==> config.mk <==
export PLATFORM = sky130hd
export DESIGN_NAME = mem_lmsm_seq_flat
export DESIGN_NICKNAME = d
export VERILOG_FILES = /design/src/rtl/mem_lmsm_if.sv /design/src/rtl/mem_lmsm_seq.sv /design/src/flat_wrapper.sv
export SDC_FILE = /design/constraint.sdc
export NUM_CORES = 1
export LEC_CHECK = 0
export CORE_ASPECT_RATIO = 0.6
export CORE_MARGIN = 2
export CORE_UTILIZATION = 40
export CTS_BUF_LIST = sky130_fd_sc_hd__clkbuf_4 sky130_fd_sc_hd__clkbuf_8
export CTS_CLUSTER_DIAMETER = 80
export DETAILED_ROUTE_END_ITERATION = 10
export GPL_ROUTABILITY_DRIVEN = 0
export GPL_TIMING_DRIVEN = 0
export PLACE_DENSITY = 0.89
export SETUP_SLACK_MARGIN = 0.05
export SYNTH_ARGS = -nofsm -noshare
export SYNTH_HDL_FRONTEND = slang
export SYNTH_SLANG_ARGS = --single-unit
==> constraint.sdc <==
create_clock -name clk -period 2.9 [get_ports clk]
set_input_delay 0.58 -clock clk [delete_from_list [all_inputs] [get_ports clk]]
set_output_delay 0.58 -clock clk [all_outputs]
set_load 0.01 [all_outputs]
==> src/rtl/mem_lmsm_if.sv <==
// EX/MEM-side bundle for the LM/SM sequencer: pipeline controls, reg-file ports and data-memory ports.
// master = pipeline/memory environment, slave = sequencer.
interface mem_lmsm_if #(
    parameter int AW   = 16,
    parameter int DW   = 16,
    parameter int NREG = 8
);
    localparam int RW = $clog2(NREG);

    logic          valid;
    logic          lm;
    logic          sm;
    logic [8:0]    imm;
    logic [AW-1:0] base;
    logic          adv;
    logic          kill;

    logic [RW-1:0] rf_raddr;
    logic [DW-1:0] rf_rdata;

    logic [AW-1:0] mem_addr;
    logic [DW-1:0] mem_wdata;
    logic          mem_we;
    logic          mem_re;
    logic [DW-1:0] mem_rdata;

    logic          wb_en;
    logic [RW-1:0] wb_addr;
    logic [DW-1:0] wb_data;

    logic          stall;
    logic          busy;

    modport master (
        output valid, lm, sm, imm, base, adv, kill, rf_rdata, mem_rdata,
        input  rf_raddr, mem_addr, mem_wdata, mem_we, mem_re,
               wb_en, wb_addr, wb_data, stall, busy
    );

    modport slave (
        input  valid, lm, sm, imm, base, adv, kill, rf_rdata, mem_rdata,
        output rf_raddr, mem_addr, mem_wdata, mem_we, mem_re,
               wb_en, wb_addr, wb_data, stall, busy
    );
endinterface

==> src/rtl/mem_lmsm_seq.sv <==
// MEM-stage load-multiple / store-multiple sequencer: one memory access per set mask bit,
// lowest register first, stalling the front of the pipe while the burst is in flight.
//
// state | meaning
// IDLE  | no LM/SM in progress; start latches mask/base/op from EX/MEM
// RUN   | one access per cycle for the lowest remaining mask bit
// DRAIN | LM only: final read's write-back, no new access
// DONE  | burst finished, pipe released; wait for EX/MEM to advance
module mem_lmsm_seq #(
    parameter int AW   = 16,
    parameter int DW   = 16,
    parameter int NREG = 8
) (
    input logic       clk,
    input logic       rst,
    mem_lmsm_if.slave bus
);
    localparam int RW = $clog2(NREG);
    localparam int CW = RW + 1;

    typedef enum logic [1:0] {
        IDLE  = 2'd0,
        RUN   = 2'd1,
        DRAIN = 2'd2,
        DONE  = 2'd3
    } state_t;

    state_t          state;
    state_t          state_nxt;
    logic [NREG-1:0] mask;
    logic [NREG-1:0] mask_clr;
    logic [AW-1:0]   base_q;
    logic            op_lm;
    logic [CW-1:0]   cnt;
    logic            wb_pend;
    logic [RW-1:0]   wb_k;

    logic            abort;
    logic            start;
    logic [RW-1:0]   k;
    logic [AW-1:0]   addr_cur;
    logic            unused_imm;

    assign unused_imm = bus.imm[8];

    // Reset gates the outputs like a kill so nothing leaks out during the reset cycle.
    assign abort = rst | bus.kill;
    assign start = (state == IDLE) & bus.valid & (bus.lm | bus.sm)
                 & (bus.imm[NREG-1:0] != '0) & ~abort;

    always_comb begin
        k = '0;
        for (int i = NREG - 1; i >= 0; i--) begin
            if (mask[i]) k = RW'(i);
        end
    end

    assign mask_clr = mask & ~(NREG'(1) << k);
    assign addr_cur = base_q + AW'({cnt, 1'b0});

    always_ff @(posedge clk) begin
        if (rst) state <= IDLE;
        else     state <= state_nxt;
    end

    always_comb begin
        state_nxt     = state;
        bus.stall     = 1'b0;
        bus.rf_raddr  = '0;
        bus.mem_addr  = '0;
        bus.mem_wdata = '0;
        bus.mem_we    = 1'b0;
        bus.mem_re    = 1'b0;
        if (abort) begin
            state_nxt = IDLE;
        end else begin
            case (state)
                IDLE: begin
                    bus.stall = start;
                    if (start) state_nxt = RUN;
                end
                RUN: begin
                    bus.stall    = 1'b1;
                    bus.mem_addr = addr_cur;
                    if (op_lm) begin
                        bus.mem_re = 1'b1;
                    end else begin
                        bus.mem_we    = 1'b1;
                        bus.rf_raddr  = k;
                        bus.mem_wdata = bus.rf_rdata;
                    end
                    if (mask_clr == '0) state_nxt = op_lm ? DRAIN : DONE;
                end
                DRAIN: begin
                    bus.stall = 1'b1;
                    state_nxt = DONE;
                end
                DONE: begin
                    if (bus.adv) state_nxt = IDLE;
                end
                default: state_nxt = IDLE;
            endcase
        end
    end

    // Read data arrives one cycle after the strobe, so the destination index is carried along.
    always_comb begin
        bus.wb_en   = wb_pend & ~abort;
        bus.wb_addr = '0;
        bus.wb_data = '0;
        if (bus.wb_en) begin
            bus.wb_addr = wb_k;
            bus.wb_data = bus.mem_rdata;
        end
    end

    assign bus.busy = (state != IDLE);

    always_ff @(posedge clk) begin
        if (rst) begin
            mask    <= '0;
            base_q  <= '0;
            op_lm   <= 1'b0;
            cnt     <= '0;
            wb_pend <= 1'b0;
            wb_k    <= '0;
        end else begin
            wb_pend <= (state == RUN) & op_lm & ~bus.kill;
            wb_k    <= ((state == RUN) && op_lm) ? k : '0;
            if (bus.kill) begin
                mask <= '0;
                cnt  <= '0;
            end else if (start) begin
                mask   <= bus.imm[NREG-1:0];
                base_q <= bus.base;
                op_lm  <= bus.lm;
                cnt    <= '0;
            end else if (state == RUN) begin
                mask <= mask_clr;
                cnt  <= cnt + 1'b1;
            end
        end
    end
endmodule

==> src/flat_wrapper.sv <==
// flat-port wrapper written by rule: the top's interface ports become plain ports
module mem_lmsm_seq_flat 
#(
    parameter int AW   = 16,
    parameter int DW   = 16,
    parameter int NREG = 8
)
  (clk, rst, bus_valid, bus_lm, bus_sm, bus_imm, bus_base, bus_adv, bus_kill, bus_rf_rdata, bus_mem_rdata, bus_rf_raddr, bus_mem_addr, bus_mem_wdata, bus_mem_we, bus_mem_re, bus_wb_en, bus_wb_addr, bus_wb_data, bus_stall, bus_busy);
  mem_lmsm_if #(.AW(AW), .DW(DW), .NREG(NREG)) bus_i ();
  input logic clk;
  input logic rst;
  input wire logic [$bits(bus_i.valid)-1:0] bus_valid;
  input wire logic [$bits(bus_i.lm)-1:0] bus_lm;
  input wire logic [$bits(bus_i.sm)-1:0] bus_sm;
  input wire logic [$bits(bus_i.imm)-1:0] bus_imm;
  input wire logic [$bits(bus_i.base)-1:0] bus_base;
  input wire logic [$bits(bus_i.adv)-1:0] bus_adv;
  input wire logic [$bits(bus_i.kill)-1:0] bus_kill;
  input wire logic [$bits(bus_i.rf_rdata)-1:0] bus_rf_rdata;
  input wire logic [$bits(bus_i.mem_rdata)-1:0] bus_mem_rdata;
  output wire logic [$bits(bus_i.rf_raddr)-1:0] bus_rf_raddr;
  output wire logic [$bits(bus_i.mem_addr)-1:0] bus_mem_addr;
  output wire logic [$bits(bus_i.mem_wdata)-1:0] bus_mem_wdata;
  output wire logic [$bits(bus_i.mem_we)-1:0] bus_mem_we;
  output wire logic [$bits(bus_i.mem_re)-1:0] bus_mem_re;
  output wire logic [$bits(bus_i.wb_en)-1:0] bus_wb_en;
  output wire logic [$bits(bus_i.wb_addr)-1:0] bus_wb_addr;
  output wire logic [$bits(bus_i.wb_data)-1:0] bus_wb_data;
  output wire logic [$bits(bus_i.stall)-1:0] bus_stall;
  output wire logic [$bits(bus_i.busy)-1:0] bus_busy;
  assign bus_i.valid = bus_valid;
  assign bus_i.lm = bus_lm;
  assign bus_i.sm = bus_sm;
  assign bus_i.imm = bus_imm;
  assign bus_i.base = bus_base;
  assign bus_i.adv = bus_adv;
  assign bus_i.kill = bus_kill;
  assign bus_i.rf_rdata = bus_rf_rdata;
  assign bus_i.mem_rdata = bus_mem_rdata;
  assign bus_rf_raddr = bus_i.rf_raddr;
  assign bus_mem_addr = bus_i.mem_addr;
  assign bus_mem_wdata = bus_i.mem_wdata;
  assign bus_mem_we = bus_i.mem_we;
  assign bus_mem_re = bus_i.mem_re;
  assign bus_wb_en = bus_i.wb_en;
  assign bus_wb_addr = bus_i.wb_addr;
  assign bus_wb_data = bus_i.wb_data;
  assign bus_stall = bus_i.stall;
  assign bus_busy = bus_i.busy;
  mem_lmsm_seq #(.AW(AW), .DW(DW), .NREG(NREG)) u_core (.clk(clk), .rst(rst), .bus(bus_i));
endmodule
==> flow_metrics.env <==
export IMPL_status="completed"
export IMPL_timing_final_max_slew_violations=0
export IMPL_slew_headroom_pct=66.4
export IMPL_antennaDiodeCount=0
export IMPL_cts_tree="yes"
export IMPL_grtUsageTotal_pct=23.7
export IMPL_drive_gt1_share_pct=14.5
export IMPL_instances_no_fill=517
export IMPL_area_delta_synth_final_pct=71.1
export IMPL_synth_top_cell_by_area="dfxtp_1"
export IMPL_power_frac_comb_pct=18.3
export IMPL_setup_viol=0
export IMPL_rsz0062_at_grt="true"
export IMPL_start_kind="primary input"
export IMPL_p_seq_share_pct=43.2
export IMPL_die_w_um=101
export IMPL_path_buf_inv=6
export IMPL_via_count=2778
export IMPL_arrival_ps=2250
export IMPL_min_period_over_period_pct=97.5
export IMPL_synth_most_common_cell="dfxtp_1"
export IMPL_clkPwrFrac_pct=38.5
export IMPL_drt_pass1_iter_count=5
export IMPL_leakagePower_nw=1.84
export IMPL_worst_ep_required_time_ps=2320
export IMPL_ys_seq_elements=35
export IMPL_die_area_um2=6330
export IMPL_wire_per_inst_um=15.2
export IMPL_async_reset_ff_share_pct=0
export IMPL_first_iter_violations=226
export IMPL_grt_pass1_vias=2545
export IMPL_die_h_um=62.4
export IMPL_overflow=0
export IMPL_grt_first_pass_wirelength_mm=12.1
export IMPL_total_power_mw=1.19
export IMPL_netlist_top_cells_count="dfxtp_1 (35), nand2_1 (32), and3_1 (28)"
export IMPL_insertion_delay_ps=290
export IMPL_synthTopCellsByArea="dfxtp_1 (31%), and3_1 (7.7%), o21ai_0 (5.3%)"
export IMPL_drv_cap=0
export IMPL_register_area_um2=708
export IMPL_p_sw_share_pct=23.7
export IMPL_drt_total_wl_mm=7.88
export IMPL_rows=21
export IMPL_ir_worst_vdd_uv=186
export IMPL_htree_levels=2
export IMPL_fp_coreArea_um2=5520
export IMPL_cts_buffers=5
export IMPL_seq_area_frac_synth_pct=30.8
export IMPL_place_area_um2=3570
export IMPL_ios=123
export IMPL_grt_start_max_net_pins=12
export IMPL_cts_num_sinks=35
export IMPL_syn_instance_count=301
export IMPL_fin_area_um2=3890
export IMPL_dp_cells=491
export IMPL_critPathMaxStageDelay_ps=410
export IMPL_hp_class="register to register"
export IMPL_clkSlewWorstSetupHoldPaths_ps=70
export IMPL_critPathCaptureType="primary output"
export IMPL_multiInputGateArea_um2=1540
export IMPL_ctsRootBufferMaster="clkbuf_8"
export IMPL_hold_viol=0
export IMPL_synth_nets=375
export IMPL_syn_area_um2=2270
export IMPL_crit_fanout=10
export IMPL_intPower_mw=0.907
export IMPL_port_buffers=121
export IMPL_skew_ps=8.00
export IMPL_switchingPower_mw=0.282
export IMPL_synth_top_flop_cell="dfxtp_1"
export IMPL_dpl_hpwl_mm=5.60
export IMPL_antenna_left=0
export IMPL_cp_top_family="buffers and inverters"
export IMPL_layout_nets=521
export IMPL_antenna_found_initial=0
export IMPL_synth_top_area_share_pct=30.8
export IMPL_syn_avg_cell_area_um2=7.56
export IMPL_fill_cells=451
export IMPL_route_detailed_drc=0
export IMPL_tns_ps=0
export IMPL_r2r_slack_ps=420
export IMPL_yosysUniqueCellTypes=39
export IMPL_critPathKind="primary input to primary output"
export IMPL_slowest_stage="clkdlybuf4s50_1"
export IMPL_routed_via_density=5.37
export IMPL_cpMostUsedCell="buf_4"
export IMPL_hold_buffers=0
export IMPL_max_clock_path_buffers=2
export IMPL_pwr_density_cell_nw_per_um2=306
export IMPL_worst_slew_pin_slew_ps=504
export IMPL_initial_core_util_pct=41.2
export IMPL_finalCriticalPeriod_ps=2830
export IMPL_synth_edf_count=0
export IMPL_cp_cell_sequence="clkdlybuf4s50_1, buf_4, nor2_4, buf_4, buf_6, clkbuf_4, and3_1, dlygate4sd2_1"
export IMPL_ys_warn_count=0
export IMPL_fmax_ghz=0.354
export IMPL_final_core_util_pct=70.5
## worst register-to-register path, delay by kind of cell, from the launching register on
family	cells	cell delay, ps
AND/OR/NAND/NOR	1	270
adder cells (fa/ha/maj)	1	200
flip-flops	1	360
buffers and inverters	9	1270
AO/OA/AOI/OAI	2	250
## cells in the final DEF (no fill, tap or decap), types with 9 or more instances in the layout
master	count
xor2_1	10
nand3_1	13
clkbuf_8	9
and2_1	19
nor2_1	23
clkdlybuf4s50_1	62
buf_4	22
nand2_1	31
o21ai_0	23
dlygate4sd2_1	52
dfxtp_1	31
and3_1	28
nand2b_1	18
## area by class of cell
cell class                 instances  area share, %
multi-input combinational        238           39.5
timing repair buffer             141           32.9
sequential                        35           18.2
buffer                            19           3.47
tap                               69           2.22
clock buffer                       6           2.12
clock inverter                     2          0.900
inverter                           7          0.675
## registers in the layout (all words and copies together), names as in the netlist
register	flops
u_core.wb_pend	1
u_core.mask	8
u_core.wb_k	3
u_core.cnt	4
u_core.state	2
u_core.op_lm	1
u_core.base_q	16
## through the flow
step                      hold slack [ps]  worst slack (ps)
after detailed placement              466              -874
final                                 491              71.7
after global placement                464              -862
after CTS                             480              56.2
after floorplan                       445               484
after global routing                  495              31.1
## power groups by stage
stage | Clock, mW | Sequential (mW) | Combinational, mW
finish | 0.458 | 0.514 | 0.218
global route | 0.484 | 0.516 | 0.235
CTS | 0.458 | 0.513 | 0.208
detailed placement | 0 | 0.522 | 0.188
global placement | 0 | 0.521 | 0.184
floorplan | 0 | 0.517 | 0.0789
## kinds of logic after synthesis
family | synth area share (%)
mux | 0.440
simple gates | 36.2
fa+ha+maj | 6.27
flops | 30.8
xor+xnor | 5.78
compound gates | 15.3
buf+inv | 5.12
## path summary, 6_finish.rpt
path,depth (start not counted),start,endpoint
worst max-delay path,8,rst,bus_wb_data[8]
worst min-delay path,2,u_core.base_q[0]$_SDFFE_PP0P_,u_core.base_q[0]$_SDFFE_PP0P_
worst max register to register,13,u_core.state[0]$_SDFFE_PP0P_,u_core.base_q[2]$_SDFFE_PP0P_
worst min register to register,2,u_core.base_q[0]$_SDFFE_PP0P_,u_core.base_q[0]$_SDFFE_PP0P_
## layer usage
metal	global-route usage, %	part of all wire (%)	up-vias
met4	4.73	0.75	0
met1	30.4	42	1285
li1	-	-	1333
met3	6.60	11	13
met5	0	0	-
met2	40.0	46	147
## timing repair
item | 4_1_cts | 5_1_grt
endpoints found under the hold margin | 0 | 0
setup endpoints to repair | 58 | 28
setup buffers | 16 | 3
pin swaps | 7 | 5
cloned | 0 | 1
gates resized for setup | 98 | 24
No activity file was read; power rests on OpenSTA's default activity.
==> edit 1: new RTL, same flow settings <==
The 4 states of `state_t` get a Gray code encoding in 2 bits.
--- a/src/rtl/mem_lmsm_seq.sv
+++ b/src/rtl/mem_lmsm_seq.sv
@@ -19,10 +19,10 @@
     localparam int CW = RW + 1;
 
     typedef enum logic [1:0] {
-        IDLE  = 2'd0,
-        RUN   = 2'd1,
-        DRAIN = 2'd2,
-        DONE  = 2'd3
+        IDLE  = 2'b00,
+        RUN   = 2'b01,
+        DRAIN = 2'b11,
+        DONE  = 2'b10
     } state_t;
 
     state_t          state;
Check against the original RTL: same outputs for any inputs over 10 cycles, from zero or initial values and one cycle with rst high; not proved beyond that.
==> edit 1 against the unedited design <==
- sequential cell count stayed put
- setup slack improved by 73 ps
- design area fell by 3.5%
- clock power is 19% lower
- first-iteration DRC count up 15%
- power is 6.9% lower
- routed wire length up 0.79%
- sequential share of layout area is 0.69 points higher
- area after synthesis is 1.6% lower
- critical endpoint is now bus_mem_addr[5]
==> edit 1: results (changes against the unedited design) <==
| Metric | Value |
|---|---|
| Status | `finished, final reports clean` |
| IO Port Bufs | `120 (-0.83%)` |
| Static Leak | `1.585 nW (-14%)` |
| Via density | `5.222 (-2.8%)` |
| Filler Cell Count | `460 (+2.0%)` |
| Post_cts resized | `35 (-64%)` |
| Vias in the first global route | `2377 (-6.6%)` |
| Total track usage | `0.2445 (+0.007193)` |
| Netlist cell types | `48 (+23%)` |
| CP Capture Point | `bus_mem_addr[5]` |
| Post-synthesis mux area share | `0 (-0.004400)` |
| RR Endpoint | `u_core.state[0]$_SDFFE_PP0P_` |
| Flop-to-flop setup slack | `1030 ps (+610 ps)` |
| First-pass GRT wire length | `11.76 mm (-2.5%)` |
| Largest net degree at the start of global routing | `11 (-1)` |
| Worst VDD drop | `0.0002999 V (+61%)` |
| Slew @ Worst Pin | `514.7 ps (+10.68 ps)` |
| Adder-Cell Fraction of Synth Area | `0.04136 (-0.02134)` |
| Synth area leaders | `dfxtp_1, and3_1, nand2_1` |
| Post-synthesis sequential area ratio | `0.3130 (+0.004993)` |
| CP max FO | `4 (-6)` |
| RR Startpoint | `u_core.mask[0]$_SDFFE_PN0P_` |
| Setup repair bufs after CTS | `10 (-6)` |
| Placed cells | `479 (-2.4%)` |
| Drt pass-1 iters | `4 (-1)` |
| XOR/XNOR Fraction of Synth Area | `0.05478 (-0.002977)` |
| Most frequent cells after synthesis | `dfxtp_1, nand2_1, and3_1, nor2_1` |
| Fraction of layout cells with a size suffix above 1 | `0.1385 (-0.006592)` |
| WL final | `7.941 mm (+0.79%)` |
## edit 1: cell types whose count changed in the layout (fill, tap and decap cells not counted), moves of 5 or more
| cell | delta |
|---|---|
| a21oi_1 | +6 |
| buf_4 | -12 |
| clkdlybuf4s50_1 | +38 |
| dlygate4sd2_1 | -41 |
| o21ai_0 | -5 |
## edit 1: per-layer routing
metal	share of wire	routed length [um]	vias up	track usage
met1	0.41	3263	1188	0.2903
met3	0.079	627	12	0.06376
met5	0	0	-	0
met4	0.018	144	0	0.07828
met2	0.49	3906	114	0.4468
li1	-	-	1271	-
## edit 1: how the worst min path moves through the flow
stage	cells after the start	startpoint	end	slack (ps)
floorplan	2	u_core.base_q[0]$_SDFFE_PP0P_	u_core.base_q[0]$_SDFFE_PP0P_	440
global placement	2	u_core.base_q[0]$_SDFFE_PP0P_	u_core.base_q[0]$_SDFFE_PP0P_	460
detailed placement	2	u_core.base_q[0]$_SDFFE_PP0P_	u_core.base_q[0]$_SDFFE_PP0P_	470
CTS	2	u_core.base_q[0]$_SDFFE_PP0P_	u_core.base_q[0]$_SDFFE_PP0P_	480
global route	2	u_core.base_q[0]$_SDFFE_PP0P_	u_core.base_q[0]$_SDFFE_PP0P_	510
finish	2	u_core.base_q[0]$_SDFFE_PP0P_	u_core.base_q[0]$_SDFFE_PP0P_	480
## edit 1: report_power, final
group / leakage, nW / switching, W / internal, W
clock: 0.0491 / 0.000181 / 0.000187
combinational: 1.25 / 0.0000886 / 0.000130
sequential: 0.287 / 0.0000229 / 0.000496
total: 1.58 / 0.000293 / 0.000814
## edit 1: worst max-delay path: stages, from the launching register on
cell	delay, ps
dfxtp_4	370
ha_4	170
fa_2	370
a21o_1	160
a21o_1	200
buf_4	150
xnor2_1	120
nor2_1	100
clkdlybuf4s15_1	240
## edit 1: area by class of cell
type	instances	area, sq um	area share
Sequential cell	35	709.4	0.1889
Timing Repair Buffer	130	1257	0.3348
Tap cell	69	86.33	0.02298
Clock inverter	1	5.005	0.001332
Multi-Input combinational cell	236	1518	0.4041
Buffer	14	85.08	0.02265
Inverter	3	11.26	0.002998
Clock buffer	7	83.83	0.02232
## edit 1: cell families (layout without fill, tap and decap cells)
group                    after synthesis  count (layout)
adder cells (fa/ha/maj)                7               7
flip-flops                            35              35
buffers and inverters                 19             155
AO/OA/AOI/OAI                         59              59
AND/OR/NAND/NOR                      156             156
XOR/XNOR                              14              14
## edit 1: stage by stage
| stage | total power (W) | setup slack [ps] | instance area, sq um |
|---|---|---|---|
| after CTS | 0.001102 | 54.73 | 3747 |
| after global placement | 0.0007270 | -762.4 | 3526 |
| after global routing | 0.001142 | 61.05 | 3756 |
| after detailed placement | 0.0007346 | -870.0 | 3526 |
| final | 0.001107 | 144.6 | 3756 |
| after floorplan | 0.0006123 | 554.5 | 2238 |
==> edit 2: new RTL, same settings <==
Without the edit above. `AW` is set to 16 in 3 places; all go to 15.
--- a/src/rtl/mem_lmsm_if.sv
+++ b/src/rtl/mem_lmsm_if.sv
@@ -1,7 +1,7 @@
 // EX/MEM-side bundle for the LM/SM sequencer: pipeline controls, reg-file ports and data-memory ports.
 // master = pipeline/memory environment, slave = sequencer.
 interface mem_lmsm_if #(
-    parameter int AW   = 16,
+    parameter int AW   = 15,
     parameter int DW   = 16,
     parameter int NREG = 8
 );
--- a/src/rtl/mem_lmsm_seq.sv
+++ b/src/rtl/mem_lmsm_seq.sv
@@ -7,7 +7,7 @@
 // DRAIN | LM only: final read's write-back, no new access
 // DONE  | burst finished, pipe released; wait for EX/MEM to advance
 module mem_lmsm_seq #(
-    parameter int AW   = 16,
+    parameter int AW   = 15,
     parameter int DW   = 16,
     parameter int NREG = 8
 ) (
--- a/src/flat_wrapper.sv
+++ b/src/flat_wrapper.sv
@@ -1,7 +1,7 @@
 // flat-port wrapper written by rule: the top's interface ports become plain ports
 module mem_lmsm_seq_flat 
 #(
-    parameter int AW   = 16,
+    parameter int AW   = 15,
     parameter int DW   = 16,
     parameter int NREG = 8
 )
Interface: changed (resized bus_base and bus_mem_addr); port bits go from 123 to 121. No check against the original RTL was run, so the function may have changed too.
==> edit 2 against the unedited design <==
- design area decreased by 3.4%
- synthesized cell count down 2.7%
- non-clock buffer count fell by 19
- sequential cell count is 1 lower
- setup slack gained 51 ps
- area after synthesis shrank 0.94%
- power decreased by 8.7%
- global-route usage rose by 0.50 points
- register-to-register slack better by 320 ps
- routed wire length increased by 1.5%
- critical path depth shrank 3
==> edit 2: results (changes against the unedited design) <==
| Metric | Value |
|---|---|
| Compound-Gate Fraction of Synth Area | `0.1982 (+0.04476)` |
| Initial detailed-routing violation count | `252 (+12%)` |
| Slew @ Worst Pin | `529.1 ps (+25.03 ps)` |
| Met2 WL post-DR | `3.714 mm (+2.1%)` |
| Setup Skew | `15.96 ps (+7.954 ps)` |
| IO Port Bufs | `119 (-1.7%)` |
| Detailed placement HPWL | `5.933 mm (+5.9%)` |
| Filler Cell Count | `462 (+2.4%)` |
| Post-synthesis mux area share | `0.01388 (+0.009481)` |
| Status | `finished, final reports clean` |
| CP startpoint | `rst` |
| Final hold slack | `475.1 ps (-15.88 ps)` |
| Fraction of layout cells with a size suffix above 1 | `0.1038 (-0.04132)` |
| Top Registers | `u_core.base_q: 15 flops, u_core.mask: 8 flops, u_core.cnt: 4 flops` |
| Post-Syn Nets | `366 (-2.4%)` |
| CP max stage delay | `600 ps (+190 ps)` |
| Synth area leaders | `dfxtp_1, and3_1, and2_1` |
| CP max FO | `9 (-1)` |
| Pre-CTS WS | `-986.9 ps (-113.0 ps)` |
| Max Fclk | `360.0 MHz (+1.8%)` |
| Netlist cell types | `50 (+28%)` |
| Skew-Pair Late Insertion Delay | `290 ps (about the same)` |
| WL final | `7.996 mm (+1.5%)` |
| Non-filler instance count after layout | `493 (-4.6%)` |
| Routed wl met3 | `703 um (-16%)` |
| Hold crit path type | `register to register` |
| Placed cells | `481 (-2.0%)` |
| Met1 Use GR | `0.3197 (+0.01522)` |
| Static Leak | `1.837 nW (-0.19%)` |
| Adder-Cell Fraction of Synth Area | `0.06330 (+0.0005919)` |
| Worst VDD drop | `0.0002130 V (+14%)` |
| Critical Path AT | `2200 ps (-50 ps)` |
| Total track usage | `0.2423 (+0.005026)` |
| RR Startpoint | `u_core.state[1]$_SDFFE_PP0P_` |
| Met3 Track Usage GR | `0.05293 (-0.01307)` |
| Flop-to-flop setup slack | `740 ps (+320 ps)` |
| First-pass GRT wire length | `12.14 mm (+0.63%)` |
| Post-Syn Instances | `293 (-2.7%)` |
| Vias in the first global route | `2437 (-4.2%)` |
| Via density | `5.426 (+0.98%)` |
| Nets | `496 (-4.8%)` |
| GR Util met2 | `0.4058 (+0.005999)` |
| Most frequent cells after synthesis | `dfxtp_1, nand2_1, nor2_1, and3_1, and2_1` |
| Area post-placement | `0.003531 sq mm (-1.2%)` |
-- edit 2: worst paths after layout --
kind                                    to  depth (start not counted)
max reg2reg    u_core.mask[7]$_SDFFE_PN0P_                          8
max                        bus_rf_raddr[0]                          5
min reg2reg  u_core.base_q[0]$_SDFFE_PP0P_                          2
min          u_core.base_q[0]$_SDFFE_PP0P_                          2
-- edit 2: what timing repair did --
item,4_1_cts,5_1_grt
pin swaps,2,2
gates resized for setup,64,16
setup endpoints to repair,57,26
buffers inserted,6,0
-- edit 2: where the power goes --
group / leakage [nW] / switching (W) / internal, W
combinational: 1.51 / 0.0000874 / 0.000123
clock: 0.0472 / 0.000185 / 0.000191
sequential: 0.278 / 0.0000178 / 0.000482
total: 1.84 / 0.000291 / 0.000796
-- edit 2: final cells by class --
class / instances / area (sq um) / area share
plain buffers: 16 / 91.34 / 0.02428
multi-input cells: 231 / 1546 / 0.4112
repair buffers: 125 / 1220 / 0.3244
clock buffers: 6 / 82.58 / 0.02196
inverters: 10 / 37.54 / 0.009980
clock inverters: 2 / 12.51 / 0.003327
flip-flops and latches: 34 / 684.4 / 0.1820
well taps: 69 / 86.33 / 0.02295
-- edit 2: logic make-up after synthesis --
kind of cell	after synthesis
buffers and inverters	28
xor gates and xnor gates	10
muxes	3
AOI/OAI and AO/OA	64
and+or+nand+nor	143
DFF	34
adders and majority gates	11
-- edit 2: worst register-to-register path: cells and delay by family, from the launching register on --
family          cells  cell delay [ps]
fa+ha+maj           1              150
compound gates      2              280
flops               1              330
simple gates        3              960
buf+inv             2              340
-- edit 2: through the flow --
step	total power (W)	utilization
floorplan	0.0005852	-
global placement	0.0006952	0.6430
detailed placement	0.0007006	0.6430
CTS	0.001080	0.6774
global route	0.001129	0.6849
finish	0.001086	0.6849
